### src/rtl/fp_divider_seq_if.sv
// fp_divider_seq_if
//   Handshake bundle for the sequential FP32 divider.
//   in_valid / in_ready : operand transfer (A dividend, B divisor, FP32)
//   out_valid / out_ready : result transfer (Out quotient, FP32)
//   master : the producer/consumer side (drives operands, accepts results)
//   slave  : the divider itself
interface fp_divider_seq_if;
    logic        in_valid;
    logic        in_ready;
    logic [31:0] A;
    logic [31:0] B;
    logic        out_valid;
    logic        out_ready;
    logic [31:0] Out;

    modport master (
        output in_valid, A, B, out_ready,
        input  in_ready, out_valid, Out
    );

    modport slave (
        input  in_valid, A, B, out_ready,
        output in_ready, out_valid, Out
    );
endinterface

### src/rtl/fp_divider_seq.sv
// fp_divider_seq
//   Sequential IEEE-754 binary32 divider, Out = A / B. The mantissa quotient
//   is produced by a restoring shift-subtract loop, one bit per clock
//   (25 bits), followed by a one-bit normalise with truncation. Special
//   operands (NaN, inf, zero/denormal) bypass the loop and finish in one cycle.
//   Ports:
//     clk    : clock, rising edge
//     rst_n  : asynchronous active-low reset
//     bus    : fp_divider_seq_if.slave (in_valid/in_ready/A/B, out_valid/out_ready/Out)
//
//   state | meaning
//   ------+--------------------------------------------------------------
//   IDLE  | in_ready=1, waiting for operands
//   DIV   | one quotient bit per cycle, counter 24 down to 0
//   NORM  | normalise quotient, pack and register Out
//   DONE  | out_valid=1, Out held until out_ready
module fp_divider_seq (
    input  logic             clk,
    input  logic             rst_n,
    fp_divider_seq_if.slave  bus
);

    typedef enum logic [1:0] {
        IDLE = 2'd0,
        DIV  = 2'd1,
        NORM = 2'd2,
        DONE = 2'd3
    } state_t;

    state_t state, state_nxt;

    logic [24:0]        rem;
    logic [24:0]        quo;
    logic [23:0]        mb;
    logic [4:0]         cnt;
    logic signed [9:0]  exp_r;
    logic               sign_r;
    logic [31:0]        out_r;

    // ---------------- operand decode (used only in IDLE) ----------------
    logic [7:0]  ea, eb;
    logic        sign_in;
    logic        a_nan, b_nan, a_inf, b_inf;
    logic        special;
    logic [31:0] special_res;

    always_comb begin
        ea          = bus.A[30:23];
        eb          = bus.B[30:23];
        sign_in     = bus.A[31] ^ bus.B[31];
        a_nan       = (&ea) && (|bus.A[22:0]);
        b_nan       = (&eb) && (|bus.B[22:0]);
        a_inf       = (&ea) && !(|bus.A[22:0]);
        b_inf       = (&eb) && !(|bus.B[22:0]);
        special     = 1'b0;
        special_res = 32'h0;
        // Priority order matters: NaN-producing cases first, then inf, then zero.
        // A zero exponent means zero or denormal; both are treated as zero.
        if (a_nan || b_nan) begin
            special     = 1'b1;
            special_res = 32'h7FC0_0000;
        end else if (a_inf && b_inf) begin
            special     = 1'b1;
            special_res = 32'h7FC0_0000;
        end else if (ea == 8'd0 && eb == 8'd0) begin
            special     = 1'b1;
            special_res = 32'h7FC0_0000;
        end else if (a_inf) begin
            special     = 1'b1;
            special_res = {sign_in, 8'hFF, 23'd0};
        end else if (eb == 8'd0) begin
            special     = 1'b1;
            special_res = {sign_in, 8'hFF, 23'd0};
        end else if (ea == 8'd0) begin
            special     = 1'b1;
            special_res = {sign_in, 31'd0};
        end else if (b_inf) begin
            special     = 1'b1;
            special_res = {sign_in, 31'd0};
        end
    end

    // ---------------- restoring divide step ----------------
    logic        q_bit;
    logic [24:0] rem_sub;

    always_comb begin
        q_bit   = (rem >= {1'b0, mb});
        rem_sub = q_bit ? (rem - {1'b0, mb}) : rem;
    end

    // ---------------- normalise / pack ----------------
    // exp_r already holds Ea-Eb+126; a quotient with bit 24 set is in [2,4)
    // relative to the 2^23 scale and needs one more in the exponent.
    logic signed [9:0] e_final;
    logic [22:0]       norm_mant;
    logic [31:0]       norm_res;

    always_comb begin
        e_final   = exp_r + $signed({9'd0, quo[24]});
        norm_mant = quo[24] ? quo[23:1] : quo[22:0];
        if (e_final <= 10'sd0) begin
            norm_res = {sign_r, 31'd0};
        end else if (e_final >= 10'sd255) begin
            norm_res = {sign_r, 8'hFF, 23'd0};
        end else begin
            norm_res = {sign_r, e_final[7:0], norm_mant};
        end
    end

    // ---------------- FSM: state register ----------------
    always_ff @(posedge clk or negedge rst_n) begin
        if (!rst_n) begin
            state <= IDLE;
        end else begin
            state <= state_nxt;
        end
    end

    // ---------------- FSM: next state ----------------
    always_comb begin
        state_nxt = state;
        case (state)
            IDLE: begin
                if (bus.in_valid) begin
                    state_nxt = special ? DONE : DIV;
                end
            end
            DIV: begin
                if (cnt == 5'd0) begin
                    state_nxt = NORM;
                end
            end
            NORM: begin
                state_nxt = DONE;
            end
            DONE: begin
                if (bus.out_ready) begin
                    state_nxt = IDLE;
                end
            end
            default: begin
                state_nxt = IDLE;
            end
        endcase
    end

    // ---------------- FSM: outputs ----------------
    always_comb begin
        bus.in_ready  = (state == IDLE);
        bus.out_valid = (state == DONE);
        bus.Out       = out_r;
    end

    // ---------------- datapath registers ----------------
    always_ff @(posedge clk or negedge rst_n) begin
        if (!rst_n) begin
            rem    <= 25'd0;
            quo    <= 25'd0;
            mb     <= 24'd0;
            cnt    <= 5'd0;
            exp_r  <= 10'sd0;
            sign_r <= 1'b0;
            out_r  <= 32'h0;
        end else begin
            case (state)
                IDLE: begin
                    if (bus.in_valid) begin
                        sign_r <= sign_in;
                        mb     <= {1'b1, bus.B[22:0]};
                        rem    <= {2'b01, bus.A[22:0]};
                        quo    <= 25'd0;
                        cnt    <= 5'd24;
                        exp_r  <= $signed({2'b00, ea}) - $signed({2'b00, eb}) + 10'sd126;
                        if (special) begin
                            out_r <= special_res;
                        end
                    end
                end
                DIV: begin
                    quo <= {quo[23:0], q_bit};
                    rem <= rem_sub << 1;
                    if (cnt != 5'd0) begin
                        cnt <= cnt - 5'd1;
                    end
                end
                NORM: begin
                    out_r <= norm_res;
                end
                default: begin
                end
            endcase
        end
    end

endmodule

### src/flat_wrapper.sv
// flat-port wrapper written by rule: the top's interface ports become plain ports
module fp_divider_seq_flat 
  (clk, rst_n, bus_in_valid, bus_A, bus_B, bus_out_ready, bus_in_ready, bus_out_valid, bus_Out);
  fp_divider_seq_if bus_i ();
  input  logic clk;
  input  logic rst_n;
  input wire logic [$bits(bus_i.in_valid)-1:0] bus_in_valid;
  input wire logic [$bits(bus_i.A)-1:0] bus_A;
  input wire logic [$bits(bus_i.B)-1:0] bus_B;
  input wire logic [$bits(bus_i.out_ready)-1:0] bus_out_ready;
  output wire logic [$bits(bus_i.in_ready)-1:0] bus_in_ready;
  output wire logic [$bits(bus_i.out_valid)-1:0] bus_out_valid;
  output wire logic [$bits(bus_i.Out)-1:0] bus_Out;
  assign bus_i.in_valid = bus_in_valid;
  assign bus_i.A = bus_A;
  assign bus_i.B = bus_B;
  assign bus_i.out_ready = bus_out_ready;
  assign bus_in_ready = bus_i.in_ready;
  assign bus_out_valid = bus_i.out_valid;
  assign bus_Out = bus_i.Out;
  fp_divider_seq u_core (.clk(clk), .rst_n(rst_n), .bus(bus_i));
endmodule
### config.mk
export PLATFORM = sky130hd
export DESIGN_NAME = fp_divider_seq_flat
export DESIGN_NICKNAME = d
export VERILOG_FILES = /design/src/rtl/fp_divider_seq_if.sv /design/src/rtl/fp_divider_seq.sv /design/src/flat_wrapper.sv
export SDC_FILE = /design/constraint.sdc
export NUM_CORES = 1
export LEC_CHECK = 0
export ABC_CLOCK_PERIOD_IN_PS = 3000
export CAP_MARGIN = 30
export CORE_MARGIN = 3
export CORE_UTILIZATION = 50
export CTS_BUF_LIST = sky130_fd_sc_hd__clkbuf_8
export DETAILED_ROUTE_END_ITERATION = 8
export PLACE_DENSITY_LB_ADDON = 0.1
export SETUP_SLACK_MARGIN = 0.05
export SLEW_MARGIN = 20
export SYNTH_ARGS = -nofsm -noshare
export SYNTH_HDL_FRONTEND = slang
export SYNTH_SLANG_ARGS = --single-unit
### constraint.sdc
create_clock -name clk -period 3 [get_ports clk]
set_input_delay 0.3 -clock clk [delete_from_list [all_inputs] [get_ports clk]]
set_output_delay 0.3 -clock clk [all_outputs]
set_load 0.1 [all_outputs]
==> key figures, run 1 <==
Floorplanning
  – Horiz. Die Dim: 130 um
  – Core area: 14,800 um2
  – Initial Util: 51.9%
  – Die height: 130 um
  – I/O pins: 102
  – Area of the die: 16,800 um2
  – Row count: 44

Yosys
  – Register area share after synthesis: 40.5%
  – Synth unique cells: 70
  – Seq cells post-synth: 124
  – Netlist Area Pre-Place: 7660 um2
  – Post-Synth Adder-Cell Area: 7.39%
  – Syn Area/Cell: 9.37 um2
  – Post-synth EDFFs: 0
  – Largest family of logic cells by synthesized area: compound AO/OA/AOI/OAI gates
  – Cells after Synth: 817
  – Top cells by area, synth: dfrtp_1, ha_1, mux2i_1
  – Multiplexer share of the synthesized area: 8.77%
  – Largest area contributor in the synthesized netlist: dfrtp_1
  – Compound-Gate Fraction of Synth Area: 20.0%
  – Post-synthesis xor/xnor area fraction: 4.12%
  – Ys flop type: dfrtp_1
  – Synth Area in Simple Gates: 14.6%
  – Top cell type's share of synthesized area: 40.5%
  – Post-synth ARST share: 100%
  – Syn nets: 929
  – Yosys warnings: 0

Timing
  – Unrepaired setup endpoints after global routing: true
  – Setup TNS: 0 ps
  – Crit path time final: 2890 ps
  – Relative slew margins: 35.4%
  – Max-slew violations: 0
  – Final worst path period share: 96.2%
  – Clk_skew: 12.2 ps
  – Max Freq: 347 MHz
  – Fin. Hold Viols: 0
  – Worst Tran Pin Value: 966 ps
  – Final setup violation count: 0

Critical path
  – Setup Crit Path Kind: reg -> reg
  – Worst-path maximum fanout: 6
  – Crit path arrival time: 3260 ps
  – Worst setup EP type: flop
  – Worst endpoint required time: 3370 ps
  – Startpoint class of the critical path: flop
  – R2R depth: 11

Pwr
  – Leakage: 4.12 nW
  – Worst VDD drop: 809 uV
  – Total power: 11.8 mW
  – PwrDens: 1250 nW/um2

Clock tree
  – Clock-pin slew on the worst setup and hold paths: 80 ps
  – Htree depth: 4
  – Sink Count: 124
  – TritonCTS clock tree: yes
  – Clock Latency Late Sink: 460 ps
  – Max clock buf depth: 2
  – Cts bufs inserted: 17
  – CTS Root Cell: clkbuf_8

Run
  – Max-cap violations: 0

Global routing
  – Vias in the first global route: 6,676
  – GRT overflow: 0
  – Gr usage total: 25.2%
  – First-pass GRT wire length: 33,500 um
  – Antenna violations before repair: 0
  – Largest net degree at the start of global routing: 78

Placed design
  – Final HPWL DP: 14,900 um
  – Port bufs: 101
  – Gpl congestion: 0.952

Final layout
  – Area delta synth->final: 22.6%
  – # fillers: 1,286
  – Layout Nets: 1,045
  – Ant. Diodes: 0
  – Layout cells sized above 1: 13.6%

Drt
  – DRT antenna net count: 0
  – Wire length per cell: 18.0 um
  – Via density: 5.90
  – Pre-antenna DRT Iters: 5
  – First DRT Iteration DRCs: 580
  – DRC: 0
  – WL final: 20,400 um
  – Vias: 6,662

Run status
  – Status: complete, no violations

Min path
  – Hold Crit Class: in -> async
cell usage after synthesis (all sizes together), types with 11 or more instances:
master and number:
a21oi 47, mux2i 39, xor2 19, nand4 11, nor3 12, clkbuf 25, o22ai 14, nand2 79
nor2 50, o21ai 67, mux2 25, nor4 17, o21a 13, ha 42, nand3 25, inv 53
dfrtp 124, xnor2 17, a22o 24
worst max-delay path: stages, from the launching register on:
cell	delay, ps
dfrtp_1	400
inv_1	60
ha_1	300
nor2b_1	190
o31a_1	200
a31o_1	210
a21oi_2	90
o21a_1	280
o31a_4	370
buf_4	180
or3_1	370
a31oi_1	170
routing by layer:
layer	vias to the layer above	wire length (um)	GRT usage, %
li1	3197	-	-
met1	3225	9280	35.0
met2	209	9600	39.7
met3	31	1110	5.73
met4	0	369	7.82
met5	-	0	0
state kept, by name, summed over array words and instances, names as in the netlist:
signal and flops:
u_core.bus.Out 32, u_core.cnt 5, u_core.exp_r 10, u_core.mb 24
u_core.quo 25, u_core.rem 25, u_core.sign_r 1, u_core.state 2
cell families (layout without fill, tap and decap cells):
| logic type | count (synthesis) | after routing |
|---|---|---|
| AND/OR/NAND/NOR | 232 | 232 |
| AO/OA/AOI/OAI | 230 | 230 |
| flip-flops | 124 | 124 |
| buffers and inverters | 87 | 216 |
| multiplexers | 64 | 64 |
| adder cells (fa/ha/maj) | 44 | 44 |
| XOR/XNOR | 36 | 36 |
through the flow:
step | area [um2] | setup slack, ps | util [%] | cells | hold slack (ps)
final | 9390 | 114 | 63.6 | 1130 | 405
after floorplan | 7660 | 198 | - | 817 | 4.41
after detailed placement | 8920 | 34.2 | 60.5 | 1095 | 369
after CTS | 9350 | 158 | 63.4 | 1128 | 420
after global routing | 9390 | 15.0 | 63.6 | 1130 | 446
after global placement | 8920 | 144 | 60.5 | 1095 | 352
final timing paths:
check / end / start / slack, ps
setup / recovery: u_core.rem[15] / u_core.mb[1] / 110
hold / removal: u_core.bus.Out[17] / rst_n / 410
setup reg to reg: u_core.rem[15] / u_core.mb[1] / 110
hold reg to reg: u_core.mb[23] / u_core.mb[23] / 460
max in group asynchronous: u_core.rem[13] / rst_n / 1760
min in group clk: u_core.mb[23] / u_core.mb[23] / 460
where the power goes:
part | total (mW) | internal [mW] | switching [mW]
Combinational | 7.36 | 2.88 | 4.48
Clock | 1.56 | 0.843 | 0.718
Sequential | 2.83 | 2.32 | 0.511
placed cells by master, fill, tap and decap left out, drive strengths merged, types with 4 or more instances in the layout:
| cell | instances |
|---|---|
| o22ai | 14 |
| xnor2 | 17 |
| ha | 42 |
| inv | 57 |
| nand2b | 5 |
| or2 | 5 |
| mux2 | 25 |
| o21a | 13 |
| o2bb2ai | 4 |
| o31a | 4 |
| nand2 | 79 |
| a31oi | 7 |
| clkdlybuf4s50 | 72 |
| a21oi | 47 |
| nor2b | 6 |
| clkbuf | 18 |
| nor4 | 17 |
| xor2 | 19 |
| a22o | 24 |
| o211ai | 6 |
| a211oi | 7 |
| buf | 57 |
| nor3 | 12 |
| a21o | 6 |
| clkinvlp | 5 |
| or3 | 6 |
| mux2i | 39 |
| nand4 | 11 |
| dfrtp | 124 |
| nand3 | 25 |
| o31ai | 8 |
| o21ai | 67 |
| nor2 | 50 |
| and3 | 7 |
area by class of cell:
cell class	instances	area [um2]	area share, %
clock buffers	18	248	2.64
clock inverters	14	170	1.81
inverters	54	203	2.16
multi-input cells	606	4220	45.0
flip-flops and latches	124	3100	33.1
well taps	184	230	2.45
repair buffers	130	1210	12.9
timing repair:
| action | CTS | global route |
|---|---|---|
| resized for setup | 0 | 1 |
| endpoints found under the setup margin | 0 | 4 |
| hold buffers | 1 | 0 |
| hold endpoints to repair | 47 | 0 |
| buffers inserted | 0 | 2 |
Note: power is estimated with default switching activity, not from simulation.
==> run 2: changes to the inputs <==
Settings changed: ABC_AREA set to 1.
==> run 2 against run 1 <==
- sequential power about the same
- critical path depth shrank 1
- utilization down 3.2 points
- largest cell class unchanged
- largest power group unchanged
- highest routed layer unchanged
==> key figures, run 2 <==
Yosys
  – Cells after Synth: 1,254
  – Post-Synth Adder-Cell Area: 6.55%
  – Netlist Area Pre-Place: 8630 um2
  – Largest area contributor in the synthesized netlist: dfrtp_1
  – Most frequent cells after synthesis: nand2_1, inv_1, dfrtp_1, nor2_1, nand3_1
  – Most common cell in the netlist: nand2_1
  – Compound-Gate Fraction of Synth Area: 12.3%
  – Syn nets: 1,366
  – Top cells by area, synth: dfrtp_1, nand2_1, inv_1
  – Seq cells post-synth: 124
  – Synth unique cells: 39
  – Ys flop type: dfrtp_1
  – Syn Area/Cell: 6.88 um2
  – Largest family of logic cells by synthesized area: simple AND/OR/NAND/NOR gates
  – Register area share after synthesis: 36.0%
  – Multiplexer share of the synthesized area: 0%
  – Top cell type's share of synthesized area: 36.0%
  – Yosys warnings: 0
  – Post-synth ARST share: 100%
  – Post-synth EDFFs: 0
  – Post-synthesis xor/xnor area fraction: 2.03%
  – Synth Area in Simple Gates: 31.6%

Critical path
  – Startpoint class of the critical path: flop
  – Crit path arrival time: 2890 ps
  – Worst-path maximum fanout: 25
  – Max incr delay on CP: 410 ps
  – Critical path's slowest cell: dfrtp_1
  – Crit-path cells: ha_1 -> inv_2 -> nor2_1 -> nand3_1 -> nor3_4 -> nand2_4 -> nand3_4 -> nand2_1 -> o21ai_0 -> a21oi_1
  – Worst setup EP type: flop
  – Setup Crit Path Kind: reg -> reg
  – Worst endpoint required time: 3330 ps

Global routing
  – Gr usage total: 24.9%
  – Largest net degree at the start of global routing: 65
  – Vias in the first global route: 7,604
  – First-pass GRT wire length: 37,100 um
  – GRT overflow: 0
  – Antenna violations before repair: 0

Timing
  – Relative slew margins: 45.7%
  – Final setup margin: 436 ps
  – Unrepaired setup endpoints after global routing: false
  – Crit path time final: 2560 ps
  – Final worst path period share: 85.5%
  – Fin. Hold Viols: 0
  – Worst Tran Pin Value: 815 ps
  – Max-slew violations: 0
  – Fin Hold WS: 438 ps
  – Max Freq: 390 MHz
  – Setup TNS: 0 ps
  – Final setup violation count: 0
  – Clk_skew: 14.2 ps

Pwr
  – Combinational Power Share: 65.8%
  – Switching component of the power: 6.94 mW
  – Leakage: 5.08 nW
  – Worst VDD drop: 481 uV
  – Clock power frac: 11.8%
  – Total power: 12.7 mW
  – Internal Power: 5.71 mW
  – Seq pwr share: 22.3%
  – Switching Fraction: 54.9%
  – PwrDens: 1250 nW/um2

Floorplanning
  – Row count: 47
  – Area of the die: 18,900 um2
  – Die height: 137 um
  – I/O pins: 102
  – Horiz. Die Dim: 137 um
  – Initial Util: 51.5%
  – Core area: 16,800 um2

Drt
  – DRT antenna net count: 0
  – WL final: 22,700 um
  – Wire length per cell: 14.4 um
  – DRC: 0
  – First DRT Iteration DRCs: 528
  – Vias: 8,171
  – Via density: 5.18
  – Pre-antenna DRT Iters: 5

Final layout
  – Most common cell after layout, fill and taps aside: nand2_1
  – Footprint of the multi-input gates: 4530 um2
  – Area delta synth->final: 17.4%
  – Layout cells sized above 1: 8.70%
  – # fillers: 1,589
  – Max reg flops: 32
  – Layout Nets: 1,455
  – FF+latch area: 3100 um2
  – Ant. Diodes: 0
  – Commonest cells after routing, fill and taps aside: nand2_1, inv_1, dfrtp_1

Clock tree
  – Max clock buf depth: 2
  – Sink Count: 124
  – Clock-pin slew on the worst setup and hold paths: 90 ps
  – TritonCTS clock tree: yes
  – Clock Latency Late Sink: 450 ps
  – Cts bufs inserted: 17
  – # resized after CTS: 0
  – Setup repair bufs after CTS: 0
  – CTS Root Cell: clkbuf_8
  – Hold buffers post-CTS: 1
  – Htree depth: 4

Placed design
  – Port bufs: 101
  – Pre-CTS WS: 446 ps
  – Final HPWL DP: 17,400 um
  – Gpl congestion: 0.953

Min path
  – Hold Crit Class: in -> reg

Run status
  – Status: complete, no violations

Run
  – Max-cap violations: 0
-- run 2: cell types whose count changed after synthesis, sizes merged, moves of 18 or more --
cell | before | now
nand2 | 79 | 322
a22o | 24 | 0
mux2 | 25 | 0
nand4 | 11 | 40
nor2 | 50 | 130
nand3 | 25 | 113
inv | 53 | 201
mux2i | 39 | 0
a21oi | 47 | 77
o21ai | 67 | 85
-- run 2: worst paths after layout --
check | startpoint | endpoint | slack [ps] | cells past startpoint
max | u_core.rem[23] | u_core.rem[23] | 440 | 10
min | bus_B[6] | u_core.mb[6] | 440 | 3
max reg2reg | u_core.rem[23] | u_core.rem[23] | 440 | 10
min reg2reg | u_core.mb[23] | u_core.mb[23] | 470 | 2
max in group asynchronous | rst_n | u_core.exp_r[9] | 1760 | 3
min in group asynchronous | rst_n | u_core.mb[19] | 470 | 2
-- run 2: stage by stage --
| step | utilization [%] | instances | instance area, um2 |
|---|---|---|---|
| floorplan | - | 1254 | 8630 |
| global placement | 58.0 | 1543 | 9720 |
| detailed placement | 58.0 | 1543 | 9720 |
| CTS | 60.5 | 1576 | 10100 |
| global route | 60.5 | 1576 | 10100 |
| finish | 60.5 | 1576 | 10100 |
-- run 2: power by group through the flow --
stage | clock network, mW | registers [mW] | logic, mW
2_1_floorplan | 0 | 3.46 | 5.76
3_3_place_gp | 0 | 2.83 | 8.20
3_5_place_dp | 0 | 2.84 | 8.27
4_1_cts | 1.53 | 2.81 | 8.33
5_1_grt | 1.61 | 2.91 | 9.39
6_report | 1.50 | 2.82 | 8.33
-- run 2: final cells by class --
| class | instances | area share (%) |
|---|---|---|
| Clock buffer | 17 | 2.31 |
| Clock inverter | 15 | 1.69 |
| Inverter | 201 | 7.45 |
| Multi-Input combinational cell | 883 | 44.7 |
| Sequential cell | 124 | 30.6 |
| Tap cell | 220 | 2.72 |
| Timing Repair Buffer | 116 | 10.5 |
-- run 2: cell families (layout without fill, tap and decap cells) --
family	count (synthesis)	in the layout
simple gates	621	621
buf+inv	247	349
compound gates	198	198
flops	124	124
fa+ha+maj	44	44
xor+xnor	20	20
-- run 2: critical path, delay by kind of cell (launching register included) --
kind	cells	cell delay, ps
and+or+nand+nor	6	1470
AOI/OAI and AO/OA	2	190
DFF	1	410
adders and majority gates	1	340
buffers and inverters	1	40
-- run 2: metal layers --
layer,vias to the layer above,share of wire (%),track usage (%)
met5,-,0,0
met4,0,0.86,5.71
met3,17,5.6,4.67
met2,241,46,40.4
met1,3697,47,34.6
li1,4216,-,-
